File: config.mk
export PLATFORM = sky130hd
export DESIGN_NAME = bcd_scan_display_flat
export DESIGN_NICKNAME = d
export VERILOG_FILES = /design/src/rtl/seg7_pkg.sv /design/src/rtl/bcd_scan_display_if.sv /design/src/rtl/bcd_to_seg7.sv /design/src/rtl/bcd_scan_display.sv /design/src/flat_wrapper.sv
export SDC_FILE = /design/constraint.sdc
export NUM_CORES = 1
export LEC_CHECK = 0
export CAP_MARGIN = 20
export CELL_PAD_IN_SITES_DETAIL_PLACEMENT = 0
export CELL_PAD_IN_SITES_GLOBAL_PLACEMENT = 1
export CORE_MARGIN = 3
export CORE_UTILIZATION = 35
export DETAILED_ROUTE_END_ITERATION = 6
export DONT_BUFFER_PORTS = 1
export PLACE_DENSITY_LB_ADDON = 0.08
export SYNTH_ARGS = -nofsm -noshare
export SYNTH_HDL_FRONTEND = slang
export SYNTH_HIERARCHICAL = 1
export SYNTH_SLANG_ARGS = --single-unit
export TNS_END_PERCENT = 50
File: constraint.sdc
create_clock -name clk -period 6.5 [get_ports clk]
set_input_delay 1.3 -clock clk [delete_from_list [all_inputs] [get_ports clk]]
set_output_delay 1.3 -clock clk [all_outputs]
set_load 0.05 [all_outputs]
File: src/rtl/seg7_pkg.sv
// -----------------------------------------------------------------------------
// seg7_pkg
// Shared constants for the multiplexed seven-segment display path.
//   NUM_DIGITS   : digit count of the display (8)
//   SEG_0..SEG_9 : active-low {g,f,e,d,c,b,a} patterns for decimal digits
//   SEG_DASH     : pattern shown for non-BCD nibbles (10..15)
//   SEG_BLANK    : all segments off
//   ANODE_OFF    : all digit enables inactive (active-low anodes)
// -----------------------------------------------------------------------------
package seg7_pkg;

  localparam int NUM_DIGITS = 8;

  localparam logic [6:0] SEG_0     = 7'h40;
  localparam logic [6:0] SEG_1     = 7'h79;
  localparam logic [6:0] SEG_2     = 7'h24;
  localparam logic [6:0] SEG_3     = 7'h30;
  localparam logic [6:0] SEG_4     = 7'h19;
  localparam logic [6:0] SEG_5     = 7'h12;
  localparam logic [6:0] SEG_6     = 7'h02;
  localparam logic [6:0] SEG_7     = 7'h78;
  localparam logic [6:0] SEG_8     = 7'h00;
  localparam logic [6:0] SEG_9     = 7'h10;
  localparam logic [6:0] SEG_DASH  = 7'h3F;
  localparam logic [6:0] SEG_BLANK = 7'h7F;

  localparam logic [NUM_DIGITS-1:0] ANODE_OFF = 8'hFF;

endpackage

File: src/rtl/bcd_scan_display_if.sv
// -----------------------------------------------------------------------------
// bcd_scan_display_if
// Bundles the data-in and display-out signals of bcd_scan_display.
//   bcd_in      : packed BCD, [3:0] = digit0 (units) .. [31:28] = digit7
//   dp_in       : decimal point per digit, bit k = digit k, 1 = lit
//   load        : capture bcd_in/dp_in this cycle
//   lz_blank_en : leading-zero blanking enable (live, not buffered)
//   an          : digit enables, active-low, at most one low
//   seg         : {g,f,e,d,c,b,a}, active-low
//   dp          : decimal point, active-low
//   frame_done  : one-cycle pulse after the digit7 -> digit0 wrap
// master = the producer/observer side, slave = the display controller.
// -----------------------------------------------------------------------------
interface bcd_scan_display_if;
  import seg7_pkg::*;

  logic [4*NUM_DIGITS-1:0] bcd_in;
  logic [NUM_DIGITS-1:0]   dp_in;
  logic                    load;
  logic                    lz_blank_en;
  logic [NUM_DIGITS-1:0]   an;
  logic [6:0]              seg;
  logic                    dp;
  logic                    frame_done;

  modport master (
    output bcd_in, dp_in, load, lz_blank_en,
    input  an, seg, dp, frame_done
  );

  modport slave (
    input  bcd_in, dp_in, load, lz_blank_en,
    output an, seg, dp, frame_done
  );

endinterface

File: src/rtl/bcd_to_seg7.sv
// -----------------------------------------------------------------------------
// bcd_to_seg7
// Combinational nibble to active-low seven-segment decoder.
//   nibble_i : 4-bit digit; 0..9 decode to numerals, 10..15 to a dash
//   blank_i  : forces all segments off, overriding the nibble
//   seg_o    : {g,f,e,d,c,b,a}, active-low
// -----------------------------------------------------------------------------
module bcd_to_seg7
  import seg7_pkg::*;
(
  input  logic [3:0] nibble_i,
  input  logic       blank_i,
  output logic [6:0] seg_o
);

  always_comb begin
    seg_o = SEG_DASH;
    if (blank_i) begin
      seg_o = SEG_BLANK;
    end else begin
      unique case (nibble_i)
        4'd0:    seg_o = SEG_0;
        4'd1:    seg_o = SEG_1;
        4'd2:    seg_o = SEG_2;
        4'd3:    seg_o = SEG_3;
        4'd4:    seg_o = SEG_4;
        4'd5:    seg_o = SEG_5;
        4'd6:    seg_o = SEG_6;
        4'd7:    seg_o = SEG_7;
        4'd8:    seg_o = SEG_8;
        4'd9:    seg_o = SEG_9;
        default: seg_o = SEG_DASH;
      endcase
    end
  end

endmodule

File: src/rtl/bcd_scan_display.sv
// -----------------------------------------------------------------------------
// bcd_scan_display
// Drives a multiplexed common-anode 8-digit seven-segment display from eight
// packed BCD digits. One digit is enabled per slot of CLK_DIV clocks; the
// index walks digit0..digit7 and wraps. Loaded values sit in a pending
// buffer and are promoted to the displayed (shadow) buffer only at the frame
// boundary, so a frame never mixes old and new digits.
// Ports:
//   clk : system clock
//   rst : synchronous active-high reset
//   bus : bcd_scan_display_if.slave (bcd_in, dp_in, load, lz_blank_en in;
//         an, seg, dp, frame_done out, all registered)
// Parameters:
//   CLK_DIV    : clocks per digit slot (>= 2)
//   NUM_DIGITS : digit count, fixed at 8
// -----------------------------------------------------------------------------
module bcd_scan_display #(
  parameter int CLK_DIV    = 50000,
  parameter int NUM_DIGITS = 8
) (
  input  logic                clk,
  input  logic                rst,
  bcd_scan_display_if.slave   bus
);
  import seg7_pkg::ANODE_OFF;
  import seg7_pkg::SEG_BLANK;

  localparam int DIV_W    = (CLK_DIV > 2) ? $clog2(CLK_DIV) : 1;
  localparam int IDX_W    = $clog2(NUM_DIGITS);
  localparam int BCD_W    = 4 * NUM_DIGITS;

  localparam logic [DIV_W-1:0] DIV_LAST = DIV_W'(CLK_DIV - 1);
  localparam logic [IDX_W-1:0] IDX_LAST = IDX_W'(NUM_DIGITS - 1);

  // Divider and digit index
  logic [DIV_W-1:0]      div_q, div_d;
  logic [IDX_W-1:0]      idx_q, idx_d;
  logic                  tick;
  logic                  boundary;

  // Double buffer: pending collects loads, shadow is what is on screen
  logic [BCD_W-1:0]      pend_bcd_q, pend_bcd_d;
  logic [NUM_DIGITS-1:0] pend_dp_q, pend_dp_d;
  logic [BCD_W-1:0]      shad_bcd_q, shad_bcd_d;
  logic [NUM_DIGITS-1:0] shad_dp_q, shad_dp_d;

  // Registered display outputs
  logic [NUM_DIGITS-1:0] an_q, an_d;
  logic [6:0]            seg_q, seg_d;
  logic                  dp_q, dp_d;
  logic                  frame_done_q, frame_done_d;

  // Current digit selection and blanking
  logic [NUM_DIGITS-1:0] upper_zero;
  logic [3:0]            cur_nibble;
  logic                  cur_blank;

  // upper_zero[k] is set when shadow digits k..7 are all zero. An invalid
  // nibble is non-zero, so it naturally stops blanking of lower digits.
  for (genvar gi = 0; gi < NUM_DIGITS; gi++) begin : g_upper_zero
    assign upper_zero[gi] = (shad_bcd_q[BCD_W-1:4*gi] == '0);
  end

  always_comb begin
    tick     = (div_q == DIV_LAST);
    boundary = tick && (idx_q == IDX_LAST);

    div_d = tick ? '0 : div_q + 1'b1;
    idx_d = tick ? idx_q + 1'b1 : idx_q;

    // A load in the boundary cycle flows through pend_*_d straight into the
    // shadow, so the new value shows from digit0 of the frame just starting.
    pend_bcd_d = bus.load ? bus.bcd_in : pend_bcd_q;
    pend_dp_d  = bus.load ? bus.dp_in  : pend_dp_q;
    shad_bcd_d = boundary ? pend_bcd_d : shad_bcd_q;
    shad_dp_d  = boundary ? pend_dp_d  : shad_dp_q;

    cur_nibble = shad_bcd_q[{idx_q, 2'b00} +: 4];
    // Digit0 always shows something, even for a value of zero.
    cur_blank  = bus.lz_blank_en && (idx_q != '0) && upper_zero[idx_q];

    an_d         = ~(NUM_DIGITS'(1) << idx_q);
    dp_d         = ~shad_dp_q[idx_q];
    frame_done_d = boundary;
  end

  bcd_to_seg7 u_dec (
    .nibble_i (cur_nibble),
    .blank_i  (cur_blank),
    .seg_o    (seg_d)
  );

  always_ff @(posedge clk) begin
    if (rst) begin
      div_q        <= '0;
      idx_q        <= '0;
      pend_bcd_q   <= '0;
      pend_dp_q    <= '0;
      shad_bcd_q   <= '0;
      shad_dp_q    <= '0;
      an_q         <= ANODE_OFF;
      seg_q        <= SEG_BLANK;
      dp_q         <= 1'b1;
      frame_done_q <= 1'b0;
    end else begin
      div_q        <= div_d;
      idx_q        <= idx_d;
      pend_bcd_q   <= pend_bcd_d;
      pend_dp_q    <= pend_dp_d;
      shad_bcd_q   <= shad_bcd_d;
      shad_dp_q    <= shad_dp_d;
      an_q         <= an_d;
      seg_q        <= seg_d;
      dp_q         <= dp_d;
      frame_done_q <= frame_done_d;
    end
  end

  assign bus.an         = an_q;
  assign bus.seg        = seg_q;
  assign bus.dp         = dp_q;
  assign bus.frame_done = frame_done_q;

endmodule
File: src/flat_wrapper.sv
// flat-port wrapper written by rule: the top's interface ports become plain ports
module bcd_scan_display_flat import seg7_pkg::ANODE_OFF; import seg7_pkg::SEG_BLANK;
#(
  parameter int CLK_DIV    = 50000,
  parameter int NUM_DIGITS = 8
)
  (clk, rst, bus_bcd_in, bus_dp_in, bus_load, bus_lz_blank_en, bus_an, bus_seg, bus_dp, bus_frame_done);
  bcd_scan_display_if bus_i ();
  input  logic clk;
  input  logic rst;
  input wire logic [$bits(bus_i.bcd_in)-1:0] bus_bcd_in;
  input wire logic [$bits(bus_i.dp_in)-1:0] bus_dp_in;
  input wire logic [$bits(bus_i.load)-1:0] bus_load;
  input wire logic [$bits(bus_i.lz_blank_en)-1:0] bus_lz_blank_en;
  output wire logic [$bits(bus_i.an)-1:0] bus_an;
  output wire logic [$bits(bus_i.seg)-1:0] bus_seg;
  output wire logic [$bits(bus_i.dp)-1:0] bus_dp;
  output wire logic [$bits(bus_i.frame_done)-1:0] bus_frame_done;
  assign bus_i.bcd_in = bus_bcd_in;
  assign bus_i.dp_in = bus_dp_in;
  assign bus_i.load = bus_load;
  assign bus_i.lz_blank_en = bus_lz_blank_en;
  assign bus_an = bus_i.an;
  assign bus_seg = bus_i.seg;
  assign bus_dp = bus_i.dp;
  assign bus_frame_done = bus_i.frame_done;
  bcd_scan_display #(.CLK_DIV(CLK_DIV), .NUM_DIGITS(NUM_DIGITS)) u_core (.clk(clk), .rst(rst), .bus(bus_i));
endmodule
Yosys cells after proc, flatten, opt, wreduce, memory -nomap -nowiden. Memories as Yosys holds them, arrays and structs flattened. A register that Yosys moved wholly into a read port is not among the register bits. Index checks and enable logic that the tools add are counted.

Input port bits: 44. Memories: 1. Logic and storage cells: 39. ROM bits: 112. Output and inout port bits: 17. Bits in registers: 109.

Memory list: (no name shown) (depth 16, width 7, read ports 1, clocked after memory_dff 1, write ports 0, line bcd_to_seg7.sv:21) `unique case (nibble_i)`.

Multiplexer cells: 6. Order comparisons: 1. $add $sub $neg: 2. Shift-type cells: 2. Bitwise gates (word level): 2. Reductions and logical operators: 14. Equal/unequal tests: 2.

Operators with widths (count): logical NOT 32 bit (1); two-way mux 32 bit (1); variable part select 32 x 6 -> 4 bit (1); logical NOT 28 bit (1); logical NOT 24 bit (1); logical NOT 20 bit (1); adder 16 x 1 -> 16 bit, second input constant (1); equality test 16 bit, second input constant (1); logical NOT 16 bit (1); logical NOT 12 bit (1); logical NOT 8 bit (1); two-way mux 8 bit (1); NOT 8 bit (1); left shift 1 x 3 -> 8 bit, first input constant (1); binary-select mux 1 bit (select 3 bit) (2); logical NOT 4 bit (1); < comparator 3 x 4 -> 1 bit, second input constant (1); OR reduction 2 bit (2); adder 3 x 1 -> 3 bit, second input constant (1); equality test 3 bit, second input constant (1); logical AND 1 bit (3); nonzero test 3 bit (1); two-way mux 1 bit (2); NOT 1 bit (1).

Longest topological paths before layout.
Word-level depth: 5. Gate-level depth with buffers: 11. Depth with buffers taken out: 9.

Modules after synthesis. The synthesis kept the hierarchy.

By module, submodules not included: bcd_scan_display (instances 1, cells an instance 492, sequential area each 2322.2 um^2, area an instance 4699.5 um^2); bcd_to_seg7 (instances 1, cells an instance 35, sequential area each 0.0 um^2, area an instance 235.2 um^2).

Worst setup path after synthesis. No wires, ideal clock.

Path kind: reg-to-reg. Start: register u_core.idx_q[0]. End: register u_core.seg_q[3] (netlist: u_core/bus.seg[3]). Cell stages (with the launch flop): 11. Buffers on the path: 2. Period minus slack after synthesis: 2671 ps. Arrival: 2548 ps. Slack: 3829 ps. Library setup time: 123 ps. Required time: 6377 ps. Cells stage by stage: dfxtp_1 -> clkbuf_1 -> buf_2 -> mux4_2 -> nand2_1 -> nand2_1 -> ha_1 -> or2_0 -> a211oi_2 -> nor2_1 -> or2_2.

Elaborated cells between the ends (all ways): 7. Those cells by class: shift (1); mux (2); reduce/logical (4).

RTL lines: start, declared (line bcd_scan_display.sv:37) `logic [IDX_W-1:0] idx_q, idx_d;`; start signal, assigned (line bcd_scan_display.sv:107) `idx_q <= idx_d;`; variable part select 32 x 6 -> 4 bit (line bcd_scan_display.sv:78) `cur_nibble = shad_bcd_q[{idx_q, 2'b00} +: 4];`; via u_core.cur_nibble[0] (line bcd_scan_display.sv:55) `logic [3:0] cur_nibble;`; end, declared (line bcd_scan_display.sv:49) `logic [6:0] seg_q, seg_d;`.

The timed path passes the listed nets, and every way through them passes these cells. The select of a mux whose other input is x is not followed. A chain may end at the register's enable or synchronous reset.

Worst setup path in the final report.
Start: register u_core.idx_q[0]. End: register u_core.seg_q[0] (netlist: u_core/bus.seg[0]).

Same word-level chain as after synthesis.

==> results.cfg <==
[clock_network]
htreeDepth = 4
clockBufferDepth = 2
cts_buffers = 17
cts_tree = yes
clk_pin_slew_ns = 0.05
cts_root_buf = clkbuf_16
cts_setup_buffers = 0
clock_sinks = 116
ctsHoldBuffers = 0
clkLatencyLatePin_ns = 0.41
cts.repair.resized = 0

[logic_synthesis]
synth_top_area_cell = dfxtp_1
yosysTopAreaCellShare_pct = 47.1
ys_seq_area_share_pct = 47.1
yosys_register_bits = 116
ys_warn_count = 6
synthFlopType = dfxtp_1
synth-edff-count = 0
synth_cell_type_count = 44
syn_area_um2 = 4930
syn_nets = 583
synthTopCellsByArea = dfxtp_1, mux2i_1, nand2b_1
avgSynthCellArea_um2 = 9.36
synthArstFlopShare_pct = 0
netlist_instances = 527

[pwr]
leakage_nw = 2.10
ir_drop_mv = 0.203
total_power_w = 0.00164
power_density_nw_per_um2 = 295

[sta]
hold_ws_ns = 0.462
fmax_mhz = 353
finalSetupTns_ns = 0
fin_crit_ns = 2.84
slew_viol_final = 0
fin_skew_ns = 0.00941
rsz0062_at_grt = false
slew_headroom_pct = 42.7
min_period_over_period_pct = 43.6
hold_violations = 0
setup_viol = 0
worst_pin_slew_ns = 0.858

[placed_design]
numPortBuffers = 0
dp_hpwl_mm = 7.08
gp_congestion = 0.760

[cells_and_area]
areaGrowthSynthToFinish_pct = 12.6
drive_gt1_share_pct = 9.56
layout.nets = 568
fillers = 1311
diodes = 0

[route]
viasPerCell = 4.95
drc = 0
dr_total_vias = 3457
drtAntennaViolNets = 0
routed_wl_mm = 10.8
drtPass1Iterations = 5
wl_per_cell_um = 15.5
drtIter0Drc = 147

[worst_hold_path]
hold_class = reg2reg

[setup_path]
cp_max_fo = 16
crit_type = reg2reg
crit_required_ns = 6.79
crit_arrival_ns = 3.13
endpoint_kind = flop
start_kind = flop

[global_routing]
grt_max_degree = 98
grt_use_total_pct = 14.6
grt_pass1_wl_mm = 18.5
grt-ovfl-total = 0
antenna_found_initial = 0
grt_pass1_vias = 3664

[floorplanning]
row_count = 42
chipWidth_um = 125
dieArea_um2 = 15600
initial_core_util_pct = 36.5
coreArea_um2 = 13500
pin_count = 61
die_height_um = 125

[status]
status = finished clean

[run]
cap_violations = 0
## worst paths after layout
path / cells after the start / slack [ns] / endpoint / from
hold reg to reg: 2 / 0.46 / u_core/shad_dp_q[1]$_SDFFE_PP0P_ / u_core/shad_dp_q[1]$_SDFFE_PP0P_
setup / recovery: 8 / 3.66 / u_core/bus.seg[0]$_SDFF_PP1_ / u_core/idx_q[0]$_SDFFE_PP0P_
setup reg to reg: 8 / 3.66 / u_core/bus.seg[0]$_SDFF_PP1_ / u_core/idx_q[0]$_SDFFE_PP0P_
hold / removal: 2 / 0.46 / u_core/shad_dp_q[1]$_SDFFE_PP0P_ / u_core/shad_dp_q[1]$_SDFFE_PP0P_
## final cells by class
type                    instances  area, um^2  area share [%]
multi-input cells             365        2410            43.4
well taps                     176         220            3.96
clock inverters                 5        50.0           0.901
flip-flops and latches        116        2320            41.8
clock buffers                  25         495            8.92
inverters                       9        33.8           0.608
repair buffers                  3        22.5           0.405
## worst max-delay path, cell delays in order, from the launching register on
cell and delay (ns):
dfxtp_1 0.88, mux4_2 0.59, nand2_1 0.08, nand2_1 0.14, ha_1 0.22, or2_0 0.23
a211oi_2 0.24, nor2_1 0.06, or2_2 0.27
## metal layers
layer,global-route usage (%),routed length [um],vias up,part of all wire [%]
li1,-,-,1774,-
met2,22.2,4690,72,43
met5,0,0,-,0
met4,5.22,173,0,1.6
met3,6.09,584,14,5.4
met1,18.6,5360,1597,50
## state kept, by name, summed over array words and instances, names as in the netlist
name / cells
u_core/pend_bcd_q: 32
u_core/shad_bcd_q: 32
u_core/div_q: 16
u_core/bus.an: 8
u_core/pend_dp_q: 8
u_core/shad_dp_q: 8
u_core/bus.seg: 7
u_core/idx_q: 3
u_core/bus.dp: 1
u_core/bus.frame_done: 1
## Yosys cell counts, drive strengths merged, types with 2 or more instances
library cell,number
dfxtp,116
nor2,68
nand3,48
nand2b,45
o21ai,45
mux2i,42
nand2,24
clkbuf,19
buf,18
ha,12
nor4,12
or2,11
xnor2,11
mux4,10
inv,8
a21oi,6
nor3,4
nand4,3
xor2,3
a211oi,2
nand4bb,2
nor2b,2
o21bai,2
## report_power, final
group / switching, W / leakage, nW / internal [W]
registers: 0.0000140 / 0.946 / 0.000731
logic: 0.0000162 / 0.886 / 0.0000216
clock network: 0.000299 / 0.273 / 0.000558
## kinds of logic after synthesis
group | synth area share [%]
AOI/OAI and AO/OA | 6.80
xor gates and xnor gates | 2.48
adders and majority gates | 3.04
buffers and inverters | 4.08
DFF | 47.1
muxes | 13.1
and+or+nand+nor | 23.5
## stage by stage
stage	worst slack (ns)	std cells	cell area, um^2	utilization (%)
floorplan	3.83	527	4930	-
global placement	3.68	669	5010	37.1
detailed placement	3.65	669	5010	37.1
CTS	3.65	699	5560	41.1
global route	3.45	699	5560	41.1
finish	3.66	699	5560	41.1
## placed cells by master, fill, tap and decap left out, types with 2 or more instances in the layout
| cell | instances |
|---|---|
| a21oi_1 | 6 |
| buf_4 | 3 |
| clkbuf_1 | 4 |
| clkbuf_16 | 17 |
| clkbuf_8 | 4 |
| clkinv_2 | 4 |
| dfxtp_1 | 116 |
| ha_1 | 12 |
| inv_1 | 8 |
| mux2i_1 | 42 |
| mux4_2 | 10 |
| nand2_1 | 24 |
| nand2b_1 | 45 |
| nand3_1 | 48 |
| nand4_1 | 3 |
| nand4bb_1 | 2 |
| nor2_1 | 68 |
| nor2b_1 | 2 |
| nor3_1 | 4 |
| nor4_1 | 11 |
| o21ai_0 | 5 |
| o21ai_1 | 40 |
| o21bai_1 | 2 |
| or2_2 | 9 |
| xnor2_1 | 11 |
| xor2_1 | 3 |
Power figures use the tool's default switching activity.
